[src/rtl/alu_result_fifo.sv]
// Capture FIFO for packed ALU result bytes with sticky fault flags.
// Optional saturating per-push statistics when ALU_RESULT_FIFO_STATS_EN is defined.
module alu_result_fifo #(
    parameter int DEPTH  = 8,
    parameter int DATA_W = 8
) (
    input  logic                     clk,
    input  logic                     rst,
    input  logic                     in_valid,
    output logic                     in_ready,
    input  logic [DATA_W-1:0]        in_data,
    output logic                     out_valid,
    input  logic                     out_ready,
    output logic [DATA_W-1:0]        out_data,
    output logic [$clog2(DEPTH):0]   count,
    input  logic                     clr_sticky,
    output logic                     err_sticky,
    output logic                     carry_sticky,
`ifdef ALU_RESULT_FIFO_STATS_EN
    output logic                     ovf_sticky,
    output logic [7:0]               err_count,
    output logic [7:0]               zero_count
`else
    output logic                     ovf_sticky
`endif
);

    localparam int AW = $clog2(DEPTH);
    localparam int CW = AW + 1;
    localparam logic [CW-1:0] FULL_CNT = CW'(DEPTH);

    logic [DATA_W-1:0] mem [DEPTH];
    logic [AW-1:0]     wr_ptr;
    logic [AW-1:0]     rd_ptr;
    logic [CW-1:0]     count_q;
    logic              push;
    logic              pop;
    logic              err_set;
    logic              carry_set;
    logic              ovf_set;

    // Handshake outputs depend only on registered occupancy.
    assign in_ready  = (count_q != FULL_CNT);
    assign out_valid = (count_q != '0);
    assign out_data  = out_valid ? mem[rd_ptr] : '0;
    assign count     = count_q;

    assign push      = in_valid && in_ready;
    assign pop       = out_valid && out_ready;
    assign err_set   = push && in_data[4];
    assign carry_set = push && in_data[6];
    assign ovf_set   = in_valid && !in_ready;

    always_ff @(posedge clk) begin
        if (push) begin
            mem[wr_ptr] <= in_data;
        end
    end

    always_ff @(posedge clk) begin
        if (rst) begin
            wr_ptr  <= '0;
            rd_ptr  <= '0;
            count_q <= '0;
        end else begin
            if (push) begin
                wr_ptr <= wr_ptr + AW'(1);
            end
            if (pop) begin
                rd_ptr <= rd_ptr + AW'(1);
            end
            case ({push, pop})
                2'b10:   count_q <= count_q + CW'(1);
                2'b01:   count_q <= count_q - CW'(1);
                default: count_q <= count_q;
            endcase
        end
    end

    // A set condition in the same cycle as a clear leaves the flag set.
    always_ff @(posedge clk) begin
        if (rst) begin
            err_sticky   <= 1'b0;
            carry_sticky <= 1'b0;
            ovf_sticky   <= 1'b0;
        end else begin
            err_sticky   <= (err_sticky   && !clr_sticky) || err_set;
            carry_sticky <= (carry_sticky && !clr_sticky) || carry_set;
            ovf_sticky   <= (ovf_sticky   && !clr_sticky) || ovf_set;
        end
    end

`ifdef ALU_RESULT_FIFO_STATS_EN
    logic zero_set;
    assign zero_set = push && in_data[7];

    always_ff @(posedge clk) begin
        if (rst) begin
            err_count  <= 8'd0;
            zero_count <= 8'd0;
        end else if (clr_sticky) begin
            err_count  <= err_set  ? 8'd1 : 8'd0;
            zero_count <= zero_set ? 8'd1 : 8'd0;
        end else begin
            if (err_set && (err_count != 8'hFF)) begin
                err_count <= err_count + 8'd1;
            end
            if (zero_set && (zero_count != 8'hFF)) begin
                zero_count <= zero_count + 8'd1;
            end
        end
    end
`endif

endmodule

[config.mk]
export PLATFORM = sky130hd
export DESIGN_NAME = alu_result_fifo
export DESIGN_NICKNAME = d
export VERILOG_FILES = /design/src/rtl/alu_result_fifo.sv
export SDC_FILE = /design/constraint.sdc
export NUM_CORES = 1
export LEC_CHECK = 0
export CORE_AREA = 2 2 93 95
export DETAILED_ROUTE_END_ITERATION = 7
export DIE_AREA = 0 0 95 97
export PLACE_DENSITY = 0.55
export SLEW_MARGIN = 20
export SYNTH_ARGS = -nofsm -noshare
export SYNTH_HDL_FRONTEND = slang
export SYNTH_SLANG_ARGS = --single-unit
[constraint.sdc]
create_clock -name clk -period 4.1 [get_ports clk]
set_input_delay 1.23 -clock clk [delete_from_list [all_inputs] [get_ports clk]]
set_output_delay 1.23 -clock clk [all_outputs]
set_load 0.005 [all_outputs]
== Yosys cells after proc, flatten, opt, wreduce, memory -nomap -nowiden ==
Memory sizes are Yosys's and may differ from the RTL's. A register that Yosys moved wholly into a read port is not among the register bits.
Cells that the tools add are included.

* Bits in registers: 13
* Bits in latches: 0
* RAM bits: 64
* Bits in read-only memories: 0
* Output and inout bits: 17
* Logic and storage cells: 35
* Memories: 1

* Add/sub/neg operators: 4
* $mul: 0
* Div/mod/pow operators: 0
* Order comparisons: 0
* Equality and inequality tests: 3
* Shift operators: 0
* Mux-type cells: 6
* Bitwise logic cells: 0
* Reductions and logical operators: 15

{| class="wikitable"
|+ Memories
! memory !! words !! bits a word !! read ports !! clocked after memory_dff !! write ports !! RTL line !! text
|-
| mem || 8 || 8 || 1 || 1 || 1 || 32 || <nowiki>logic [DATA_W-1:0] mem [DEPTH];</nowiki>
|}

{| class="wikitable"
|+ Operators with widths
! cell !! number
|-
| logical AND 1 bit || 8
|-
| two-way mux 8 bit || 1
|-
| case mux 4 bit (2 select lines) || 1
|-
| adder 3 x 1 -> 3 bit, second input constant || 2
|-
| two-way mux 3 bit || 2
|-
| adder 4 x 1 -> 4 bit, second input constant || 1
|-
| inequality test 4 bit, second input constant || 1
|-
| nonzero test 4 bit || 1
|-
| subtractor 4 x 1 -> 4 bit, second input constant || 1
|-
| logical OR 1 bit || 3
|-
| == test 2 x 1 -> 1 bit, second input constant || 1
|-
| == test 2 bit, second input constant || 1
|-
| zero test 1 bit || 2
|-
| two-way mux 1 bit || 2
|-
| nonzero test 2 bit || 1
|}

== Depth between registers and ports, before layout ==
Gate-level depths: netlist of the first run.

* Depth after elaboration: 4
* Depth in mapped cells: 12
* Gate-level depth less buffers: 10

== Worst setup path before layout of the first run ==
OpenSTA, ideal clock, no wires.

* Path kind: input to register
* From: input in_valid
* To: register count_q[3], in the netlist count[3]
* Library setup time: 0.121 ns
* Data arrival time: 2.845 ns
* Required time: 3.979 ns
* Slack: 1.134 ns
* Stages on the path: 7
* Path through: and2_4 buf_6 clkinv_8 ha_1 or3_2 o32ai_1 mux2_2

* Word-level cells in the longest chain between the ends: 3
* Elaborated cells between the ends (all ways): 5

{| class="wikitable"
|+ RTL lines
! element !! RTL line !! text
|-
| from (decl) || 9 || <nowiki>input logic in_valid,</nowiki>
|-
| logical AND 1 bit * || 48 || <nowiki>assign push = in_valid && in_ready;</nowiki>
|-
| == test 2 x 1 -> 1 bit / == test 2 bit (equally long branches) || 72 || <nowiki>case ({push, pop})</nowiki>
|-
| case mux 4 bit (2 select lines) / nonzero test 2 bit (equally long branches) || n/a ||
|-
| to (signal assigned) || 73 || <nowiki>2'b10: count_q <= count_q + CW'(1);</nowiki>
|-
| to (signal assigned) || 74 || <nowiki>2'b01: count_q <= count_q - CW'(1);</nowiki>
|-
| to (signal assigned) || 75 || <nowiki>default: count_q <= count_q;</nowiki>
|-
| to (decl) || 35 || <nowiki>logic [CW-1:0] count_q;</nowiki>
|}

Mark *: on every way between the ends. The rest lies on a longest branch, timed or not.
A chain may end at the register's enable or synchronous reset.

==> results of run 1 <==
worst max-delay path by stage:
stage	start	endpoint	slack, ps	cells past startpoint
floorplan	in_valid	count[3]$_SDFFE_PP0P_	1130	7
global placement	in_valid	count[3]$_SDFFE_PP0P_	580	7
detailed placement	in_valid	count[3]$_SDFFE_PP0P_	560	7
CTS	register	out_data[4]	580	5
global route	register	out_data[4]	490	5
finish	register	out_data[4]	660	5
final cells by class:
class	instances	area, um^2	area share
flip-flops and latches	80	2240	0.573
multi-input cells	96	916	0.234
repair buffers	42	388	0.0990
well taps	105	131	0.0335
clock buffers	10	128	0.0326
clock inverters	6	83.8	0.0214
inverters	4	27.5	0.00703
flip-flops by register name, summed over array words and instances (netlist names), named ones only:
name          flops
wr_ptr            3
rd_ptr            3
ovf_sticky        1
count             4
mem              64
err_sticky        1
carry_sticky      1
per-layer routing:
metal	global-route usage	wire length [um]	vias to the layer above	part of all wire
met1	0.187	2670	820	0.47
met3	0.0288	203	9	0.036
met2	0.206	2700	31	0.48
li1	-	-	808	-
met5	0	0	-	0
met4	0.0602	87	0	0.015
cell families after synthesis:
group / after synthesis
xor gates and xnor gates: 7
DFF: 80
and+or+nand+nor: 47
muxes: 27
AOI/OAI and AO/OA: 10
buffers and inverters: 13
adders and majority gates: 5
synthesized netlist by cell type (all sizes together):
library cell  number
inv                3
mux2i             10
a31oi              1
and2               2
xor2               5
nor3               4
ha                 5
clkinv             1
xnor2              2
nor2b              4
o21ai              1
a21oi              5
buf                5
mux4              16
or3                2
nand2              4
nand3              2
nor2              24
edfxtp            64
clkbuf             4
dfxtp             16
nor4               2
or4b               1
a22oi              2
nand2b             2
o32ai              1
mux2               1
power breakdown:
part | total, W | internal, W | switching (W)
Combinational | 0.000653 | 0.000367 | 0.000286
Sequential | 0.00101 | 0.000951 | 0.0000558
Clock | 0.000614 | 0.000341 | 0.000273
metrics by stage:
step	util	area (um^2)	worst slack, ps	total power, W	hold WS, ps
2_1_floorplan	-	3230	1130	0.00141	482
3_3_place_gp	0.455	3700	585	0.00169	484
3_5_place_dp	0.455	3700	564	0.00170	483
4_1_cts	0.481	3920	577	0.00231	507
5_1_grt	0.481	3920	495	0.00241	561
6_report	0.481	3920	663	0.00227	500
tightest hold or removal path: cells and delay by family, from the launching register on:
kind | cells | cell delay (ps)
flip-flops | 1 | 340
AO/OA/AOI/OAI | 1 | 60
AND/OR/NAND/NOR | 1 | 70
==> results.tsv, run 1 <==
metric	value	unit
yosys.area.top_type_share	0.595	
area_growth	21.2	%
cts_tree	yes	
synthAdderAreaFrac	0.0194	
die_y	97	um
worstPathArrival	2210	ps
final_common_cell	edfxtp_1	
path_clk_slew	80	ps
max_stage_delay	550	ps
p_leak	1.32	nW
hp-class	reg2reg	
grt_max_degree	17	
syn_avg_cell_area	17.1	um^2
status	completed	
hold_path.startpoint	ovf_sticky$_SDFF_PP0_	
reg2reg_from	count[1]$_SDFFE_PP0P_	
synth-simple-area-share	0.0775	
cts_setup_buffers	0	
start_util	0.397	
synthDistinctLibCells	35	
ant_nets	0	
min_period_over_period	0.838	
hold_viol	0	
synthTopCellsByArea	edfxtp_1, mux4_2, dfxtp_1	
fin_tns_setup	0	ps
tightest_slew	764	ps
cts_buffers	9	
power_density	581	nW/um^2
finClkSkew	7.01	ps
yosys.area.top_type	edfxtp_1	
avgRoutedWirePerCell	16.5	um
rsz0062_at_grt	no	
r2r-end	count[3]$_SDFFE_PP0P_	
layout.nets	251	
stdcell_count	343	
endpoint_kind	output port	
wl	5.66	mm
fin_crit	3440	ps
die_x	95	um
syn-cell-area	3230	um^2
r2r_cells	7	
hold_depth	2	
yosysSeqAreaShare	0.694	
dpl.hpwl	3.64	mm
whs_endpoint	ovf_sticky$_SDFF_PP0_	
peakVddDrop	0.374	mV
core	8130	um^2
drt_iter0_markers	76	
antenna_cells	0	
final_cell_mix	edfxtp_1, clkdlybuf4s50_1, nor2_1, mux4_2, dfxtp_1	
cap_viol_max_count	0	
synth_cells	189	
die_area	9220	um^2
path_max_fanout	16	
clk_latency	340	ps
yosysWarningCount	0	
htreeDepth	3	
rrSetupSlack	1150	ps
grt_pass1_vias	1693	
max_freq	291	MHz
cp.required	2870	ps
crit_type	reg2out	
drc_errors	0	
path_cells	buf_4 -> mux4_2 -> mux2i_1 -> nor2_1 -> clkdlybuf4s50_1	
synth-seq-cells	80	
cp_slowest_cell	mux4_2	
clockBufferDepth	2	
overflow	0	
layout-drive-gt1-share	0.227	
synth_top_family_by_area	multiplexers	
dr.pass1.iters	4	
fill_cells	719	
cts_root_buf	clkbuf_8	
crit_buf_inv	2	
grt_first_pass_wirelength	8.99	mm
drv_slew	0	
vias	1668	
worst_setup_path_start_kind	register	
cts.sinks	80	
grtUsageTotal	0.135	
synth_xor_area_frac	0.0190	
cts_resized	0	
grt_antenna_before_repair	0	
setup_viol	0	
holdBufCountCts	0	
place.gp.congestion	0.682	
muxShareOfSynthArea	0.146	
fp-row-count	33	
port_buffers	29	
io_pins	30	
slew-limit-headroom	0.487	
syn-num-nets	207	
cp_top_family	buffers and inverters	
via_per_inst	4.86	
place_inst	327	
synth_compound_area_frac	0.0198	
(Power assumes the default switching activity.)
==> run 2, diff against run 1 <==
Settings changed: PLACE_DENSITY 0.55 to 0.58.
Clock period 4.1 ns to 2.9 ns, I/O delays scaled along.
==> results.tsv, run 2 (synthesized netlist as in run 1, its figures left out) <==
metric	value	unit	change
largest_reg_flops	64		unchanged
holdBufCountCts	0		unchanged
p_leak	1.48	nW	was 1.32 nW
crit_type	reg2out		unchanged
fin_crit	2790	ps	
die_y	97	um	unchanged
cts_buffers	9		unchanged
start_util	0.397		unchanged
path_cells	buf_12 -> buf_4 -> mux4_2 -> mux2i_1 -> nor2_1 -> dlygate4sd2_1		was buf_4 -> mux4_2 -> mux2i_1 -> nor2_1 -> clkdlybuf4s50_1
cp_slowest_cell	mux4_2		unchanged
finish.utilization	0.505		was 0.481
cts.sinks	80		unchanged
layout.nets	270		was 251
reg2reg_from	count[3]$_SDFFE_PP0P_		was count[1]$_SDFFE_PP0P_
vias	1773		was 1668
core	8130	um^2	unchanged
wl	5.85	mm	was 5.66 mm
hold_depth	2		unchanged
place.gp.congestion	0.702		was 0.682
drv_slew	0		unchanged
path_clk_slew	80	ps	about the same
avgRoutedWirePerCell	16.2	um	was 16.5 um
dpl_cell_area	3790	um^2	was 3700 um^2
grtUsageTotal	0.140		was 0.135
rsz0062_at_grt	yes		was no
finClkSkew	6.58	ps	was 7.01 ps
drc_errors	0		unchanged
peakVddDrop	0.380	mV	was 0.374 mV
cts_tree	yes		unchanged
endpoint	out_data[3]		was out_data[4]
htreeDepth	3		unchanged
area_growth	27.1	%	was 21.2%
r2r_cells	7		unchanged
grt_pass1_vias	1812		was 1693
cts_root_buf	clkbuf_8		unchanged
overflow	0		unchanged
clk_latency	350	ps	was 340 ps
min_period_over_period	0.963		
cap_viol_max_count	0		unchanged
die_area	9220	um^2	unchanged
tightest_slew	391	ps	was 764 ps
slew-limit-headroom	0.739		was 0.487
final_cell_mix	edfxtp_1, buf_4, nor2_1, clkdlybuf4s50_1, mux4_2		was edfxtp_1, clkdlybuf4s50_1, nor2_1, mux4_2, dfxtp_1
via_per_inst	4.90		was 4.86
hold_path.startpoint	ovf_sticky$_SDFF_PP0_		unchanged
design_area	4110	um^2	was 3920 um^2
endpoint_kind	output port		unchanged
hp-class	reg2reg		unchanged
drt_iter0_markers	66		was 76
cp.required	2030	ps	was 2870 ps
power_density	822	nW/um^2	was 581 nW/um^2
worst_setup_path_start_kind	register		unchanged
top_register	mem		unchanged
grt_first_pass_wirelength	9.40	mm	was 8.99 mm
setup_viol	0		unchanged
grt_antenna_before_repair	0		unchanged
hold_viol	0		unchanged
layout-drive-gt1-share	0.284		was 0.227
dpl.hpwl	3.79	mm	was 3.64 mm
antenna_cells	0		unchanged
r2r-end	count[3]$_SDFFE_PP0P_		unchanged
ant_nets	0		unchanged
worstPathArrival	1920	ps	was 2210 ps
final_common_cell	edfxtp_1		unchanged
max_stage_delay	480	ps	was 550 ps
max_freq	358	MHz	
clockBufferDepth	2		unchanged
dr.pass1.iters	4		unchanged
fp-row-count	33		unchanged
status	completed		unchanged
grt_max_degree	17		unchanged
io_pins	30		unchanged
rrSetupSlack	370	ps	was 1150 ps
port_buffers	29		unchanged
die_x	95	um	unchanged
path_max_fanout	7		was 16
==> run 2: layout make-up <==
type                       count  area (um^2)
multi-input combinational     96          910
clock buffer                   9          124
sequential                    80         2250
tap                          105          131
inverter                       4         27.5
clock inverter                 7          101
timing repair buffer          61          566
fill                         672         4030
==> run 2: critical path: cells and delay by family (launching register included) <==
| family | cells | cell delay (ps) |
|---|---|---|
| multiplexers | 2 | 640 |
| flip-flops | 1 | 400 |
| AND/OR/NAND/NOR | 1 | 60 |
| buffers and inverters | 3 | 480 |
==> run 2: stage by stage <==
stage / std cells / TNS [ps] / total power (W) / setup slack (ps) / hold slack, ps
final: 362 / 0 / 0.00337 / 109 / 499
after global routing: 362 / -16.1 / 0.00356 / -16.1 / 564
after CTS: 359 / 0 / 0.00342 / 14.6 / 508
after detailed placement: 337 / -110 / 0.00249 / -105 / 484
after global placement: 337 / -92.0 / 0.00248 / -92.0 / 478
after floorplan: 189 / 0 / 0.00199 / 197 / 482
==> run 2: where the power goes <==
group	internal, W	switching (W)	leakage [nW]	total, W
Combinational	0.000600	0.000452	0.651	0.00105
Sequential	0.00135	0.0000619	0.712	0.00141
Clock	0.000495	0.000418	0.114	0.000913
Total	0.00244	0.000932	1.48	0.00337
==> run 2: per-layer routing <==
layer / GRT usage / up-vias / wire length [um]
met3: 0.0257 / 8 / 254
met5: 0 / - / 0
met2: 0.221 / 41 / 2880
li1: - / 850 / -
met4: 0.0669 / 0 / 96
met1: 0.187 / 874 / 2620
==> run 2: what timing repair did <==
action / in CTS / in global routing
gates cloned: 1 / 0
pin swaps: 0 / 2
endpoints found under the setup margin: 8 / 6
buffers inserted: 5 / 4
hold endpoints to repair: 0 / 0
resized for setup: 9 / 4
==> run 2: how the worst min path moves through the flow <==
stage	to	slack [ps]
global placement	ovf_sticky$_SDFF_PP0_	480
CTS	ovf_sticky$_SDFF_PP0_	510
global route	ovf_sticky$_SDFF_PP0_	560
detailed placement	ovf_sticky$_SDFF_PP0_	480
finish	ovf_sticky$_SDFF_PP0_	500
floorplan	ovf_sticky$_SDFF_PP0_	480
==> variant 1, RTL diff (flow settings as in run 2) <==
The parameter `DATA_W` goes from 8 to 9.
--- a/src/rtl/alu_result_fifo.sv
+++ b/src/rtl/alu_result_fifo.sv
@@ -4,3 +4,3 @@
     parameter int DEPTH  = 8,
-    parameter int DATA_W = 8
+    parameter int DATA_W = 9
 ) (
Interface: changed (resized in_data and out_data); port bits go from 30 to 32. The function was not compared with the original's and may differ.
==> variant 1 against run 2 <==
First-iteration DRC count up 88%. Non-clock buffer count up 4. Sequential share of layout area up 1.2 points. Core utilization up 4.2 points. Final area up 8.4%. Critical path depth unchanged. Hold slack better by 0.0094 ns. Wire length up 9.5%. Synthesized cell count up 6.3%. Worst setup slack worse by 0.0064 ns. Power up 7.4%. Synthesized area up 9.6%. Sequential cell count up 8. Clock power up 6.5%.
==> variant 1: results <==
set metrics [dict create \
    multi_input_gates 100 \
    synth_cell_types 37 \
    finalWeightedCongestion 0.699 \
    synth_common_cells "edfxtp_1 (72), nor2_1 (25), mux4_2 (18), dfxtp_1 (16), mux2i_1 (11)" \
    synthAdderAreaFrac_pct 1.77 \
    drive_gt1_share_pct 28.2 \
    final_util_pct 54.7 \
    status "complete, no violations" \
    fin_hold_ws_ns 0.509 \
    synthTopCellsByArea "edfxtp_1 (61%), mux4_2 (11%), dfxtp_1 (9.0%)" \
    drtIter0Drc 124 \
    via_per_inst 5.06 \
    synthesis.nets 220 \
    multi_input_area_um2 975 \
    cp_slowest_stage_delay_ns 0.50 \
    worstMarginPinSlew_ns 0.368 \
    finClkSkew_ns 0.00802 \
    muxShareOfSynthArea_pct 14.9 \
    grt_pass1_vias 2016 \
    buffers 65 \
    postPlaceCellArea_um2 4180 \
    fillCellCount 658 \
    grt_usage_pct 15.2 \
    synth-xor-area-share_pct 1.73 \
    seq_area_frac_synth_pct 70.1 \
    grt_max_degree 19 \
    nNetsFinal 287 \
    synth_compound_area_share_pct 1.80 \
    largest_register_ff_count 72 \
    p_leak_nw 1.58 \
    place_inst 358 \
    r2r_start "count[1]$_SDFFE_PP0P_" \
    portBuffers 31 \
    synth_edf_count 72 \
    wl_um 6410 \
    clock_buffer_count 10 \
    cp_max_fo 4 \
]
[variant 1: cell types whose count changed in the layout (fill, tap and decap cells not counted), sizes merged]
| cell | change |
|---|---|
| clkdlybuf4s50 | +1 |
| clkinv | +1 |
| mux4 | +2 |
| mux2i | +1 |
| dlymetal6s2s | -1 |
| clkbuf | +1 |
| buf | +2 |
| nor2 | +1 |
| edfxtp | +8 |
| clkdlybuf4s15 | -1 |
| dlygate4sd2 | +3 |
| inv | -3 |
| bufinv | +1 |
[variant 1: per-layer routing]
| layer | up-vias | global-route usage (%) | share of wire (%) |
|---|---|---|---|
| li1 | 905 | - | - |
| met3 | 10 | 3.35 | 3.5 |
| met4 | 0 | 6.69 | 1.7 |
| met5 | - | 0 | 0 |
| met2 | 38 | 23.8 | 49 |
| met1 | 959 | 20.4 | 46 |
[variant 1: worst max-delay path by stage]
stage	from	to	slack, ns	cells after the start
after floorplan	count[1]$_SDFFE_PP0P_	count[3]$_SDFFE_PP0P_	0.20	9
after global placement	in_valid	count[3]$_SDFFE_PP0P_	-0.07	7
after detailed placement	in_valid	count[3]$_SDFFE_PP0P_	-0.09	7
after CTS	flip-flop	out_data[0]	0.03	5
after global routing	flip-flop	out_data[6]	0.006	6
final	flip-flop	out_data[4]	0.10	6
[variant 1: timing repair]
item	CTS	global route
pin swaps	0	0
setup endpoints to repair	9	3
resized for setup	10	1
buffers inserted	3	1
[variant 1: report_power, final]
group          leakage, nW  switching [W]  total [W]  internal (W)
clock                0.118       0.000402   0.000972      0.000570
sequential           0.785      0.0000774    0.00156       0.00148
combinational        0.678       0.000477    0.00109      0.000615
total                 1.58       0.000957    0.00362       0.00267
==> variant 2, RTL diff (settings of run 2) <==
Made on the original files. Register the output `err_sticky` once more; this adds one clock of latency there. The other outputs are not delayed to match.
--- a/src/rtl/alu_result_fifo.sv
+++ b/src/rtl/alu_result_fifo.sv
@@ -30,2 +30,4 @@
     localparam logic [CW-1:0] FULL_CNT = CW'(DEPTH);
+
+    logic err_sticky_s0;
 
@@ -82,3 +84,3 @@
         if (rst) begin
-            err_sticky   <= 1'b0;
+            err_sticky_s0 <= 1'b0;
             carry_sticky <= 1'b0;
@@ -86,3 +88,3 @@
         end else begin
-            err_sticky   <= (err_sticky   && !clr_sticky) || err_set;
+            err_sticky_s0 <= (err_sticky_s0 && !clr_sticky) || err_set;
             carry_sticky <= (carry_sticky && !clr_sticky) || carry_set;
@@ -114,2 +116,6 @@
 
+    always_ff @(posedge clk) begin
+        err_sticky <= err_sticky_s0;
+    end
+
 endmodule
Formal check against the unedited RTL: not equivalent (Yosys sat finds a counterexample within 4 cycles, from zero or initial values and one cycle with rst high).
==> variant 2 against run 2 <==
Sequential cell count increased by 1. Synthesized cell count up 0.53%. Final area decreased by 0.98%. Synthesized area increased by 0.62%. Worst setup slack got worse by 0.0086 ns. Via count is 2.3% lower. Global-route usage is 0.061 points higher. Wire length shrank 1.5%. Register-to-register slack better by 0.02 ns. Clock power down 15%. Power fell by 4.1%.
==> variant 2: results <==
set metrics [dict create \
    wl_met3_um 181 \
    grt_pass1_wl_um 9430 \
    fillCellCount 696 \
    synth_edf_count 64 \
    dp_hpwl_um 3620 \
    grt_pass1_vias 1844 \
    wl_um 5760 \
    ir_drop_mv 0.422 \
    regMostFlops "mem" \
    vias 1733 \
    drive_gt1_share_pct 27.1 \
    synthesis.nets 208 \
    synthTopCellsByArea "edfxtp_1 (59%), mux4_2 (11%), dfxtp_1 (10%)" \
    max_slew_margin_pct 77.4 \
    clk_pin_slew_ns 0.08 \
    drtIter0Drc 76 \
    wl_met2_um 2810 \
    cts_num_sinks 81 \
    place_inst 336 \
    dp_slack_ns -0.0809 \
    wirelength_met1_um 2710 \
    min_from "err_sticky_s0$_SDFF_PP0_" \
    postPlaceCellArea_um2 3790 \
    grt_usage_pct 14.1 \
    status "complete, no violations" \
    finalWeightedCongestion 0.807 \
    seq_area_frac_synth_pct 69.6 \
    grtUsageMet3_pct 2.80 \
    met1_usage_pct 19.0 \
    ys_warn_count 0 \
    via_per_inst 4.81 \
    async_flop_share_pct 0 \
    synth_common_cells "edfxtp_1 (64), nor2_1 (24), dfxtp_1 (17), mux4_2 (16), mux2i_1 (10)" \
    cts_inserted_buffers 9 \
    syn_inst 190 \
    grt_util_met2_pct 22.0 \
    cp_max_fo 6 \
    hold_depth 0 \
    path_class "flip-flop to output pin" \
    finClkSkew_ns 0.00656 \
    cp_slowest_stage_delay_ns 0.48 \
    p_leak_nw 1.44 \
    nNetsFinal 268 \
]
## variant 2: cell count changes after synthesis
cell | before | now
dfxtp_1 | 16 | 17
## variant 2: where the power goes
part / switching, W / internal, W
logic: 0.000436 / 0.000591
clock network: 0.000383 / 0.000392
registers: 0.0000728 / 0.00136
## variant 2: layout make-up
cell class	count	area, um^2	area share, %
clock buffer	10	128	3.14
clock inverter	6	58.8	1.45
inverter	4	27.5	0.677
multi-input combinational	96	910	22.4
sequential	81	2270	55.7
tap	105	131	3.23
timing repair buffer	58	544	13.4
## variant 2: final timing paths
kind                            to  slack (ns)
max                    out_data[6]        0.10
min             err_sticky$_DFF_P_        0.36
max reg2reg  count[3]$_SDFFE_PP0P_        0.39
min reg2reg     err_sticky$_DFF_P_        0.36
## variant 2: logic make-up (layout without fill, tap and decap cells)
group,Yosys count,in the layout,synth area share (%)
buf+inv,13,78,2.42
fa+ha+maj,5,5,1.92
mux,27,27,14.5
simple gates,47,47,7.70
xor+xnor,7,7,1.89
flops,81,81,69.6
compound gates,10,10,1.96
